`config.mk`:
```
export PLATFORM = sky130hd
export DESIGN_NAME = bam_dot_acc
export DESIGN_NICKNAME = d
export VERILOG_FILES = /design/src/rtl/bam_dot_acc_pkg.sv /design/src/rtl/BAM_8x8.sv /design/src/rtl/bam_dot_acc.sv
export SDC_FILE = /design/constraint.sdc
export NUM_CORES = 1
export LEC_CHECK = 0
export ABC_CLOCK_PERIOD_IN_PS = 4900
export CORE_ASPECT_RATIO = 0.7
export CORE_UTILIZATION = 55
export DETAILED_ROUTE_END_ITERATION = 12
export GPL_TIMING_DRIVEN = 0
export PLACE_DENSITY = 0.77
export SYNTH_ARGS = -nofsm -noshare
export SYNTH_HDL_FRONTEND = slang
export SYNTH_HIERARCHICAL = 1
export SYNTH_SLANG_ARGS = --single-unit
```
`constraint.sdc`:
```
create_clock -name clk -period 4.9 [get_ports clk]
set_input_delay 0.98 -clock clk [delete_from_list [all_inputs] [get_ports clk]]
set_output_delay 0.98 -clock clk [all_outputs]
set_load 0.02 [all_outputs]
```
`src/rtl/bam_dot_acc_pkg.sv`:
```
// bam_dot_acc_pkg
// Shared definitions for the approximate dot-product accumulator:
//   state_t           FSM state encoding (IDLE / ACCUM / HOLD)
//   ACC_W_DEFAULT     default accumulator / result width
//   CNT_W_DEFAULT     default beat-counter width
package bam_dot_acc_pkg;

    typedef enum logic [1:0] {
        IDLE  = 2'd0,
        ACCUM = 2'd1,
        HOLD  = 2'd2
    } state_t;

    localparam int ACC_W_DEFAULT = 32;
    localparam int CNT_W_DEFAULT = 8;

endpackage

```
`src/rtl/BAM_8x8.sv`:
```
// BAM_8x8
// Broken-array approximate unsigned multiplier. Every partial-product bit
// a[i]&b[j] whose column (i+j) lies below the vertical breaking level VBL
// is dropped; VBL = 0 gives an exact product.
// Ports:
//   a  in  WIDTH    operand A
//   b  in  WIDTH    operand B
//   p  out 2*WIDTH  approximate product
module BAM_8x8 #(
    parameter int WIDTH = 8,
    parameter int VBL   = 0
) (
    input  logic [WIDTH-1:0]   a,
    input  logic [WIDTH-1:0]   b,
    output logic [2*WIDTH-1:0] p
);

    localparam int PW = 2 * WIDTH;

    // Sum only the partial-product bits that survive the vertical break.
    always_comb begin
        p = '0;
        for (int i = 0; i < WIDTH; i++) begin
            for (int j = 0; j < WIDTH; j++) begin
                if ((i + j) >= VBL) begin
                    p = p + (PW'(a[i] & b[j]) << (i + j));
                end
            end
        end
    end

endmodule

```
`src/rtl/bam_dot_acc.sv`:
```
// bam_dot_acc
// Streaming dot-product accumulator built on the BAM_8x8 approximate
// multiplier. Beats are multiplied and registered in stage P, then added
// into a saturating accumulator in stage A. After the beat flagged last has
// been added the result is held until the consumer takes it.
// Ports:
//   clk        in   1      rising-edge clock
//   rst_n      in   1      asynchronous active-low reset
//   in_valid   in   1      operand beat offered
//   in_ready   out  1      beat accepted when in_valid && in_ready
//   in_a       in   WIDTH  unsigned operand A
//   in_b       in   WIDTH  unsigned operand B
//   in_last    in   1      final beat of the dot product
//   out_valid  out  1      result available
//   out_ready  in   1      consumer takes the result
//   out_data   out  ACC_W  accumulated (saturated) sum
//   out_cnt    out  CNT_W  beats summed, modulo 2^CNT_W
//   out_sat    out  1      sum clamped at least once
import bam_dot_acc_pkg::*;

module bam_dot_acc #(
    parameter int WIDTH = 8,
    parameter int VBL   = 2,
    parameter int ACC_W = ACC_W_DEFAULT,
    parameter int CNT_W = CNT_W_DEFAULT
) (
    input  logic             clk,
    input  logic             rst_n,
    input  logic             in_valid,
    output logic             in_ready,
    input  logic [WIDTH-1:0] in_a,
    input  logic [WIDTH-1:0] in_b,
    input  logic             in_last,
    output logic             out_valid,
    input  logic             out_ready,
    output logic [ACC_W-1:0] out_data,
    output logic [CNT_W-1:0] out_cnt,
    output logic             out_sat
);

    logic [2*WIDTH-1:0] prod;
    logic [2*WIDTH-1:0] p_prod;
    logic               p_valid;
    logic               p_last;
    logic               run;
    logic               accept;
    state_t             state;
    logic [ACC_W-1:0]   acc;
    logic [CNT_W-1:0]   cnt;
    logic               sat;
    logic [ACC_W:0]     sum;

    BAM_8x8 #(
        .WIDTH (WIDTH),
        .VBL   (VBL)
    ) u_mult (
        .a (in_a),
        .b (in_b),
        .p (prod)
    );

    // p_last stays high from the capture of the last beat until HOLD is
    // entered, so it alone blocks new beats during the drain of the pipe.
    assign in_ready = run && (state != HOLD) && !p_last;
    assign accept   = in_valid && in_ready;

    // One extra carry bit detects overflow of the accumulator.
    assign sum = {1'b0, acc} + {1'b0, ACC_W'(p_prod)};

    // Holds in_ready low during reset and releases it on the first edge
    // after rst_n deasserts.
    always_ff @(posedge clk or negedge rst_n) begin
        if (!rst_n) begin
            run <= 1'b0;
        end else begin
            run <= 1'b1;
        end
    end

    // Stage P: register product and last flag of every accepted beat.
    // p_last is dropped in the cycle after its product was added, which is
    // the same edge the FSM moves into HOLD.
    always_ff @(posedge clk or negedge rst_n) begin
        if (!rst_n) begin
            p_valid <= 1'b0;
            p_last  <= 1'b0;
            p_prod  <= '0;
        end else begin
            p_valid <= accept;
            if (accept) begin
                p_prod <= prod;
                p_last <= in_last;
            end else if (p_last && !p_valid) begin
                p_last <= 1'b0;
            end
        end
    end

    // Stage A plus control FSM. The accumulator adds the stage-P product
    // with clamping; once the last product is in, the totals are copied
    // into the registered outputs and held until the handshake, which
    // clears everything for the next dot product.
    always_ff @(posedge clk or negedge rst_n) begin
        if (!rst_n) begin
            state     <= IDLE;
            acc       <= '0;
            cnt       <= '0;
            sat       <= 1'b0;
            out_valid <= 1'b0;
            out_data  <= '0;
            out_cnt   <= '0;
            out_sat   <= 1'b0;
        end else begin
            case (state)
                IDLE: begin
                    if (accept) begin
                        state <= ACCUM;
                    end
                end
                ACCUM: begin
                    if (p_valid) begin
                        cnt <= cnt + CNT_W'(1);
                        if (sum[ACC_W]) begin
                            acc <= '1;
                            sat <= 1'b1;
                        end else begin
                            acc <= sum[ACC_W-1:0];
                        end
                    end else if (p_last) begin
                        state     <= HOLD;
                        out_valid <= 1'b1;
                        out_data  <= acc;
                        out_cnt   <= cnt;
                        out_sat   <= sat;
                    end
                end
                HOLD: begin
                    if (out_ready) begin
                        state     <= IDLE;
                        acc       <= '0;
                        cnt       <= '0;
                        sat       <= 1'b0;
                        out_valid <= 1'b0;
                        out_data  <= '0;
                        out_cnt   <= '0;
                        out_sat   <= 1'b0;
                    end
                end
                default: begin
                    state <= IDLE;
                end
            endcase
        end
    end

endmodule

```
# --- After elaboration in Yosys (flattened, before gate mapping) ---
# Cells that the tools add are included.
word_totals:
  elab_cells: 187
  register_bits: 104
  inputBits: 21
op_classes:
  muxes: 30
  addsub: 62
  eq_ne: 9
  reduce_logical: 13
  bitwise_logic: 61
ops:
  columns: ["operator", "n"]
  rows:
  - ["16-bit adder", 44]
  - ["32-bit two-way mux", 5]
  - ["32-bit one-hot mux with 2 select lines", 2]
  - ["1-bit bitwise AND", 61]
  - ["32-bit by 16-bit adder with 33-bit output", 1]
  - ["16-bit by 10-bit adder with 16-bit output", 2]
  - ["16-bit by 11-bit adder with 16-bit output", 2]
  - ["16-bit by 12-bit adder with 16-bit output", 2]
  - ["16-bit by 13-bit adder with 16-bit output", 2]
  - ["16-bit by 14-bit adder with 16-bit output", 2]
  - ["16-bit by 8-bit adder with 16-bit output", 2]
  - ["16-bit by 9-bit adder with 16-bit output", 2]
  - ["8-bit two-way mux", 4]
  - ["8-bit one-hot mux with 2 select lines", 2]
  - ["16-bit by 15-bit adder with 16-bit output", 1]
  - ["16-bit by 7-bit adder with 16-bit output", 1]
  - ["2-bit inequality test (second input constant)", 7]
  - ["4-bit AND reduction", 3]
  - ["1-bit two-way mux", 9]
  - ["8-bit by 1-bit adder with 8-bit output (second input constant)", 1]
  - ["2-bit two-way mux", 4]
  - ["1-bit one-hot mux with 2 select lines", 3]
  - ["2-bit one-hot mux with 3 select lines", 1]
  - ["1-bit logical AND", 4]
  - ["6 further kinds", 8]

# --- Longest topological paths before layout ---
# Gate-level depths: netlist of run 1.
logic_depth:
  ltp_word: 61
  mapped_depth: 17
  ltp_nobuf: 17

# --- Hierarchy ---
# The synthesis of run 1 kept the hierarchy.
by_module_without_submodules:
  columns: ["module", "instances", "area_each_um2", "cells_each", "seq_area_each_um2"]
  rows:
  - ["bam_dot_acc", 1, 5138.7, 477, 2602.5]
  - ["BAM_8x8", 1, 1870.5, 206, 0.0]

# --- Worst setup path before layout of run 1 ---
# Ideal clock, no wire load.
synth_path:
  kind: "in2reg"
  start: "in in_b[4]"
  end: "reg p_prod[15]"
  slack_ps: -141
  arrival_time_ps: 4916
  path_buffers: 0
  cell_stages: 16
  path_cell_list: "and2_1 -> fa_1 -> inv_1 -> fa_1 -> inv_1 -> fa_1 -> inv_1 -> fa_1 -> inv_1 -> ha_1 -> and3_4 -> a2111oi_4 -> o21ai_1 -> a21oi_1 -> xnor2_1 -> mux2_2"
synth_via:
  elab_chain_cells: 60
  word_cells_on_any_way: 67
  cone_classes: "add/sub: 59; bitwise: 8"
synth_lines:
  columns: ["element", "line", "text"]
  rows:
  - ["start: declaration", "bam_dot_acc.sv:32", "input logic [WIDTH-1:0] in_b,"]
  - ["1-bit bitwise AND", "BAM_8x8.sv:26", "p = p + (PW'(a[i] & b[j]) << (i + j));"]
  - ["16-bit adder (38 in series)", "BAM_8x8.sv:26", null]
  - ["16-bit by 9-bit adder with 16-bit output", "BAM_8x8.sv:26", null]
  - ["16-bit adder (4 in series)", "BAM_8x8.sv:26", null]
  - ["16-bit by 7-bit adder with 16-bit output", "BAM_8x8.sv:26", null]
  - ["16-bit by 8-bit adder with 16-bit output", "BAM_8x8.sv:26", null]
  - ["16-bit adder", "BAM_8x8.sv:26", null]
  - ["16-bit by 10-bit adder with 16-bit output", "BAM_8x8.sv:26", null]
  - ["[... 5 more ...]", null, null]
  - ["16-bit by 9-bit adder with 16-bit output", "BAM_8x8.sv:26", null]
  - ["16-bit by 10-bit adder with 16-bit output", "BAM_8x8.sv:26", null]
  - ["16-bit by 11-bit adder with 16-bit output", "BAM_8x8.sv:26", null]
  - ["16-bit by 12-bit adder with 16-bit output (*)", "BAM_8x8.sv:26", null]
  - ["16-bit by 13-bit adder with 16-bit output (*)", "BAM_8x8.sv:26", null]
  - ["16-bit by 14-bit adder with 16-bit output (*)", "BAM_8x8.sv:26", null]
  - ["16-bit by 15-bit adder with 16-bit output (*)", "BAM_8x8.sv:26", null]
  - ["named net prod[15]", "bam_dot_acc.sv:41", "logic [2*WIDTH-1:0] prod;"]
  - ["end signal: assignment", "bam_dot_acc.sv:91", "p_prod <= prod;"]
  - ["end: declaration", "bam_dot_acc.sv:42", "logic [2*WIDTH-1:0] p_prod;"]
# The timed path passes the listed nets; every way through them passes the cells marked *.
# A chain may end at the register's enable or synchronous reset.

# --- Worst setup path in the final report of run 1 ---
layout_path:
  start: "in in_b[0]"
  end: "reg p_prod[13]"
layout_via:
  elab_chain_cells: 49
  word_cells_on_any_way: 54
  cone_classes: "add/sub: 48; bitwise: 6"
layout_lines:
  columns: ["element", "line"]
  rows:
  - ["1-bit bitwise AND", "BAM_8x8.sv:26"]
  - ["16-bit adder (27 in series)", "BAM_8x8.sv:26"]
  - ["16-bit by 9-bit adder with 16-bit output", "BAM_8x8.sv:26"]
  - ["16-bit adder (4 in series)", "BAM_8x8.sv:26"]
  - ["16-bit by 7-bit adder with 16-bit output", "BAM_8x8.sv:26"]
  - ["16-bit by 8-bit adder with 16-bit output", "BAM_8x8.sv:26"]
  - ["16-bit adder", "BAM_8x8.sv:26"]
  - ["16-bit by 10-bit adder with 16-bit output", "BAM_8x8.sv:26"]
  - ["[... 5 more ...]", null]
  - ["16-bit by 9-bit adder with 16-bit output (*)", "BAM_8x8.sv:26"]
  - ["16-bit by 10-bit adder with 16-bit output (*)", "BAM_8x8.sv:26"]
  - ["16-bit by 11-bit adder with 16-bit output (*)", "BAM_8x8.sv:26"]
  - ["16-bit by 12-bit adder with 16-bit output (*)", "BAM_8x8.sv:26"]
  - ["16-bit by 13-bit adder with 16-bit output (*)", "BAM_8x8.sv:26"]
  - ["16-bit by 14-bit adder with 16-bit output (*)", "BAM_8x8.sv:26"]
  - ["16-bit by 15-bit adder with 16-bit output (*)", "BAM_8x8.sv:26"]
  - ["named net prod[13]", "bam_dot_acc.sv:41"]
# Marked as above.

==> results of run 1 <==
## kinds of logic (layout without fill, tap and decap cells)
kind of cell,after synthesis,in the layout
compound gates,154,154
xor+xnor,23,23
fa+ha+maj,82,82
buf+inv,80,162
flops,104,104
mux,23,23
other cells,2,3
simple gates,215,215
## routing by layer
metal / part of all wire (%) / vias to the layer above / wire length, um / GRT usage, %
met5: 0 / - / 0 / 0
met4: 1.3 / 0 / 228 / 6.96
met3: 6.7 / 25 / 1140 / 5.95
met2: 44 / 216 / 7520 / 41.2
met1: 47 / 2799 / 8030 / 41.0
li1: - / 2553 / - / -
## stage by stage
step | instance area (um^2) | setup TNS [ps]
floorplan | 7030 | -7.42
detailed placement | 7880 | -4500
finish | 8200 | 0
CTS | 8180 | 0
global placement | 7860 | -92500
global route | 8200 | 0
## synthesized netlist by cell type, types with 4 or more instances
master / n
xnor2_1: 14
nor2_1: 28
buf_2: 7
nand2b_1: 6
nand2_1: 64
nor3_1: 7
mux2_2: 18
nand4_1: 8
nor2b_1: 4
dfrtp_1: 104
a22o_1: 43
a21oi_1: 24
o21ai_0: 18
fa_1: 39
ha_1: 43
and3_1: 8
a21o_1: 12
nand3_1: 21
a311oi_1: 5
and2_1: 55
clkbuf_1: 18
a22oi_1: 10
xor2_1: 9
o211ai_1: 6
inv_1: 49
## path summary, 6_finish.rpt
| path | start | to |
|---|---|---|
| worst min-delay path | state[1] | state[0] |
| worst max register to register | acc[0] | acc[9] |
| worst max-delay path | in_b[0] | p_prod[13] |
| min in group asynchronous | rst_n | out_data[1] |
| worst min register to register | state[1] | state[0] |
| max in group asynchronous | rst_n | acc[9] |
## cell type report
| cell class | count | area [um^2] | share of cell area [%] |
|---|---|---|---|
| Sequential cell | 104 | 2600 | 31.8 |
| Tap cell | 162 | 203 | 2.47 |
| Clock buffer | 9 | 225 | 2.75 |
| Clock inverter | 7 | 101 | 1.24 |
| Buffer | 31 | 151 | 1.85 |
| Inverter | 49 | 184 | 2.24 |
| Timing Repair Buffer | 66 | 603 | 7.36 |
| Multi-Input combinational cell | 500 | 4130 | 50.3 |
## registers in the layout (all words and copies together), names as in the netlist, 2 cells and up
| name | count |
|---|---|
| acc | 32 |
| out_data | 32 |
| p_prod | 16 |
| cnt | 8 |
| out_cnt | 8 |
| state | 2 |
## worst max-delay path, stage by stage
cell and delay, ps:
dlygate4sd2_1 300, and2_1 190, fa_1 470, fa_1 470, fa_1 560, fa_1 450
ha_1 300, a21o_1 230, a2111oi_4 420, o21bai_1 100, a21oi_1 180, xnor2_1 100
mux2_2 270
## where the power goes
group          switching [mW]  internal [mW]  leakage (nW)  total (mW)
Sequential              0.315           1.22          1.29        1.54
Clock                   0.336          0.454         0.158       0.790
Combinational            1.58           1.35          2.40        2.94
Total                    2.23           3.03          3.85        5.26
## repair_timing
action	4_1_cts	5_1_grt
gates resized for setup	62	24
setup endpoints to repair	6	4
pin swaps	4	13
buffers inserted	1	1
==> qor.csv, run 1 <==
metric,value,unit
run_status,finished clean,
dp.cells,910,
post-place-ws,-853,ps
rows,34,
htreeDepth,3,
postCtsHoldBufs,0,
worstMarginPinSlew,829,ps
cts_sinks,104,
synth-compound-area-share,16.8,%
synth.avg_cell_area,10.3,um^2
cts_root_buffer,clkbuf_16,
drcViolationCount,0,
grt_pass1_vias,5547,
vias,5593,
layout.nets,864,
synth.area.top_cells,"dfrtp_1 37%, fa_1 11%, ha_1 7.7%, a22o_1 5.4%, and2_1 4.9%",
die_area,13200,um^2
layout_commonest_cell,dfrtp_1,
critPathKind,in2reg,
ff2ff_path_depth,10,
maxSlewViolCount,0,
dr.pass1.iters,5,
grt_overflow_total,0,
setup_violations,0,
diodes,0,
routedWlPerCell,18.2,um
wl,16.9,mm
die_h,96.5,um
synth_area_leader_cell,dfrtp_1,
initial_core_util,56.4,%
most-common-layout-cells,"104 x dfrtp_1, 64 x nand2_1, 51 x and2_1",
viasPerCell,6.03,
io_buffers,63,
hpwl,12.4,mm
synth_xor_area_share,2.87,%
grt_max_degree,65,
async_flop_share,100,%
post-route-util,66.0,%
rsz0062_at_grt,false,
finClkSkew,7.25,ps
synth.ff_latch_count,104,
post-route-period-util,97.4,%
syn_to_final_growth,16.9,%
cp_max_fo,6,
start_kind,input pin,
hold_ws,485,ps
antenna_found_initial,0,
hold_viol,0,
path_clk_slew,70,ps
yosys_most_used_dff,dfrtp_1,
synth.area.mux_share,3.64,%
reg2reg_slack,2050,ps
fin_crit,4770,ps
io_pins,64,
whs_path_depth,1,
drv_cap,0,
drive_gt1_share,12.0,%
cts_tree,yes,
grt_use_total,27.7,%
power_density,642,nW/um^2
fp.coreArea,12400,um^2
fmax,0.210,GHz
synthCells,683,
clockBufferDepth,2,
yosysWarnings,6,
p_leak,3.85,nW
synth_sequential_area_ratio,37.1,%
drtAntennaViolNets,0,
synth-simple-area-share,15.9,%
drt_iter0_drc,393,
synthAdderAreaFrac,18.8,%
n_fill_cell,972,
routabilityCongestion,0.930,
cts_buffers,9,
relSlewSlack,44.8,%
ys_types,63,
synth_top_area_share,37.1,%
die_w,137,um
worstPathArrival,5010,ps
vdd_drop_max,0.356,mV
grt_pass1_wl,27.8,mm
syn_area,7010,um^2
clk_latency,350,ps
synth_top_family_by_area,adder cells,
cp_data_required_time,5140,ps
synth_edf_count,0,
final_cells,928,
crit_path_end_kind,flop,
fin_ws,128,ps
power.total,5.26,mW
holdCritPathClass,reg2reg,
(Power assumes the default switching activity.)
==> run 2, diff against run 1 <==
- CAP_MARGIN: not set -> 25
- SKIP_LAST_GASP: not set -> 1
==> results of run 2 <==
Final layout, timing and power as in run 1 (identical DEF).
==> run 3, diff against run 2 <==
- ABC_CLOCK_PERIOD_IN_PS: 4900 -> 4700
- clock period: 4.9 -> 4.7 ns (I/O delays scaled with it)
==> run 3 against run 2 <==
  * The run now ends with setup timing left
  * Worst setup slack lost 130 ps
  * Final cell count stayed put
  * Total power grew 2.9%
==> qor.csv, run 3 (same netlist as run 1, synthesis figures left out) <==
metric,value,unit,change
diodes,0,,unchanged
clockBufferDepth,2,,unchanged
power_density,661,nW/um^2,+2.9%
whs_path_depth,1,,unchanged
rr_startpoint,acc[0],,
violations,setup timing,,
drt_iter0_drc,535,,+36%
crit_slowest_cell,fa_2,,
die_h,96.5,um,unchanged
pwr-share-comb,56.5,%,+0.7 points
timing.critical_path.mode_cell,fa_1,,
path_clk_slew,70,ps,about the same
setup_violations,1,,+1
min_to,state[0],,
run_status,"complete, but fails checks",,
post-route-util,66.0,%,about the same
cpLargestDelayFamily,adder cells,,
fp.coreArea,12400,um^2,unchanged
routedWlPerCell,18.0,um,-1.3%
grt_pass1_vias,5466,,-1.5%
hpwl,12.4,mm,-0.35%
largest_registers,"acc: 32 flops, out_data: 32 flops, p_prod: 16 flops",,
syn_to_final_growth,17.0,%,about the same
holdCritPathClass,reg2reg,,
maxSlewViolCount,0,,unchanged
cts_tree,yes,,
rsz0062_at_grt,true,,
vias,5655,,+1.1%
io_buffers,63,,unchanged
critical_path.cell_chain,buf_2 > and2_1 > fa_1 > fa_2 > fa_1 > fa_1 > ha_1 > a21o_1 > a2111oi_4 > o21ai_1 > a21oi_1 > xnor2_1 > mux2_2,,
power.share.sequential,29.7,%,+0.5 points
netSwitchingPower,2.32,mW,+3.9%
io_pins,64,,unchanged
critPathKind,in2reg,,
crit_buf_inv,1,,unchanged
reg2reg_slack,1780,ps,-270 ps
worstPathArrival,4940,ps,-70 ps
fin_ws,-5.58,ps,-133 ps
grt_overflow_total,0,,unchanged
drtAntennaViolNets,0,,unchanged
p_int,3.09,mW,+2.1%
cp_data_required_time,4930,ps,-210 ps
n_fill_cell,965,,-0.72%
path_depth,13,,unchanged
fin_crit,4710,ps,
hold_path.startpoint,state[1],,
drcViolationCount,0,,unchanged
antenna_found_initial,0,,unchanged
post-route-period-util,100,%,
grt_max_degree,63,,-3.1%
finClkSkew,6.10,ps,-1.15 ps
cts_buffers,9,,unchanged
rr_endpoint,acc[15],,
hold_viol,0,,unchanged
worstMarginPinSlew,789,ps,-39.1 ps
slowest_delay,590,ps,+30 ps
setup-tns-final,-5.58,ps,-5.58 ps
dr.pass1.iters,5,,unchanged
placed_area,7900,um^2,+0.29%
power_frac_clock,13.8,%,-1.2 points
layout_commonest_cell,dfrtp_1,,
grt_pass1_wl,27.5,mm,-1.1%
most-common-layout-cells,"104 x dfrtp_1, 64 x nand2_1, 48 x and2_1",,
grt_use_total,27.3,%,-0.42 points
drv_cap,0,,unchanged
p_leak,3.85,nW,about the same
postCtsHoldBufs,0,,unchanged
power.total,5.42,mW,+2.9%
cts_sinks,104,,unchanged
clk_latency,350,ps,about the same
htreeDepth,3,,unchanged
ff2ff_path_depth,10,,unchanged
drive_gt1_share,12.4,%,+0.39 points
fmax,0.213,GHz,
cts_root_buffer,clkbuf_16,,
swShare,42.9,%,+0.43 points
layout.nets,864,,unchanged
wl,16.7,mm,-1.3%
initial_core_util,56.4,%,unchanged
start_kind,input pin,,
vdd_drop_max,0.359,mV,+0.85%
die_area,13200,um^2,unchanged
rows,34,,unchanged
die_w,137,um,unchanged
routabilityCongestion,0.920,,-1.1%
crit_path_end_kind,flop,,
relSlewSlack,47.4,%,+2.6 points
viasPerCell,6.09,,+1.1%
cp_max_fo,8,,+2
stdcell_area,8200,um^2,about the same
## run 3: cell count changes in the layout (fill, tap and decap cells not counted), sizes merged
cell and change:
inv -2, buf +5, clkbuf -1, clkinv +1, bufinv -1, dlygate4sd2 -2
## run 3: worst max path at each step
stage	startpoint	to	slack [ps]
floorplan	in_a[4]	p_prod[13]	-10
global placement	rst_n	out_data[20]	-1000
detailed placement	in_a[4]	p_prod[13]	-880
CTS	in_a[7]	p_prod[13]	-6
global route	in_b[2]	p_prod[13]	-100
finish	in_a[2]	p_prod[15]	-6
## run 3: cell type report
class                   count  area (um^2)  share of cell area [%]
inverters                  49          184                    2.24
clock buffers              11          233                    2.84
clock inverters             5         56.3                   0.687
plain buffers              31          151                    1.85
well taps                 162          203                    2.47
multi-input cells         500         4140                    50.4
repair buffers             66          636                    7.75
flip-flops and latches    104         2600                    31.7
## run 3: worst reg2reg max path, delay by kind of cell (launching register included)
kind            cells  cell delay, ps
compound gates      4            1090
fa+ha+maj           2             660
simple gates        2             230
flops               1             410
buf+inv             2             430
## run 3: power groups by stage
| stage | clock network (mW) | logic, mW | registers (mW) |
|---|---|---|---|
| after detailed placement | 0 | 2.95 | 1.61 |
| after CTS | 0.752 | 3.01 | 1.60 |
| after global routing | 0.782 | 3.37 | 1.66 |
| after global placement | 0 | 2.84 | 1.59 |
| final | 0.748 | 3.06 | 1.61 |
| after floorplan | 0 | 1.97 | 1.71 |
## run 3: repair_timing
action / in CTS / in global routing
setup endpoints to repair: 6 / 5
gates resized for setup: 83 / 14
setup buffers: 1 / 1
pin swaps: 17 / 10
## run 3: metal layers
layer / track usage, % / part of all wire [%]
met5: 0 / 0
met4: 6.96 / 1.5
met3: 5.16 / 7.8
met2: 40.8 / 44
met1: 40.7 / 47
## run 3: per-stage QoR
step	cells	hold WS [ps]	setup slack [ps]
final	928	486	-5.58
after global routing	928	487	-102
after CTS	927	476	-6.10
after detailed placement	910	467	-876
after global placement	909	451	-1000
after floorplan	684	432	-13.3
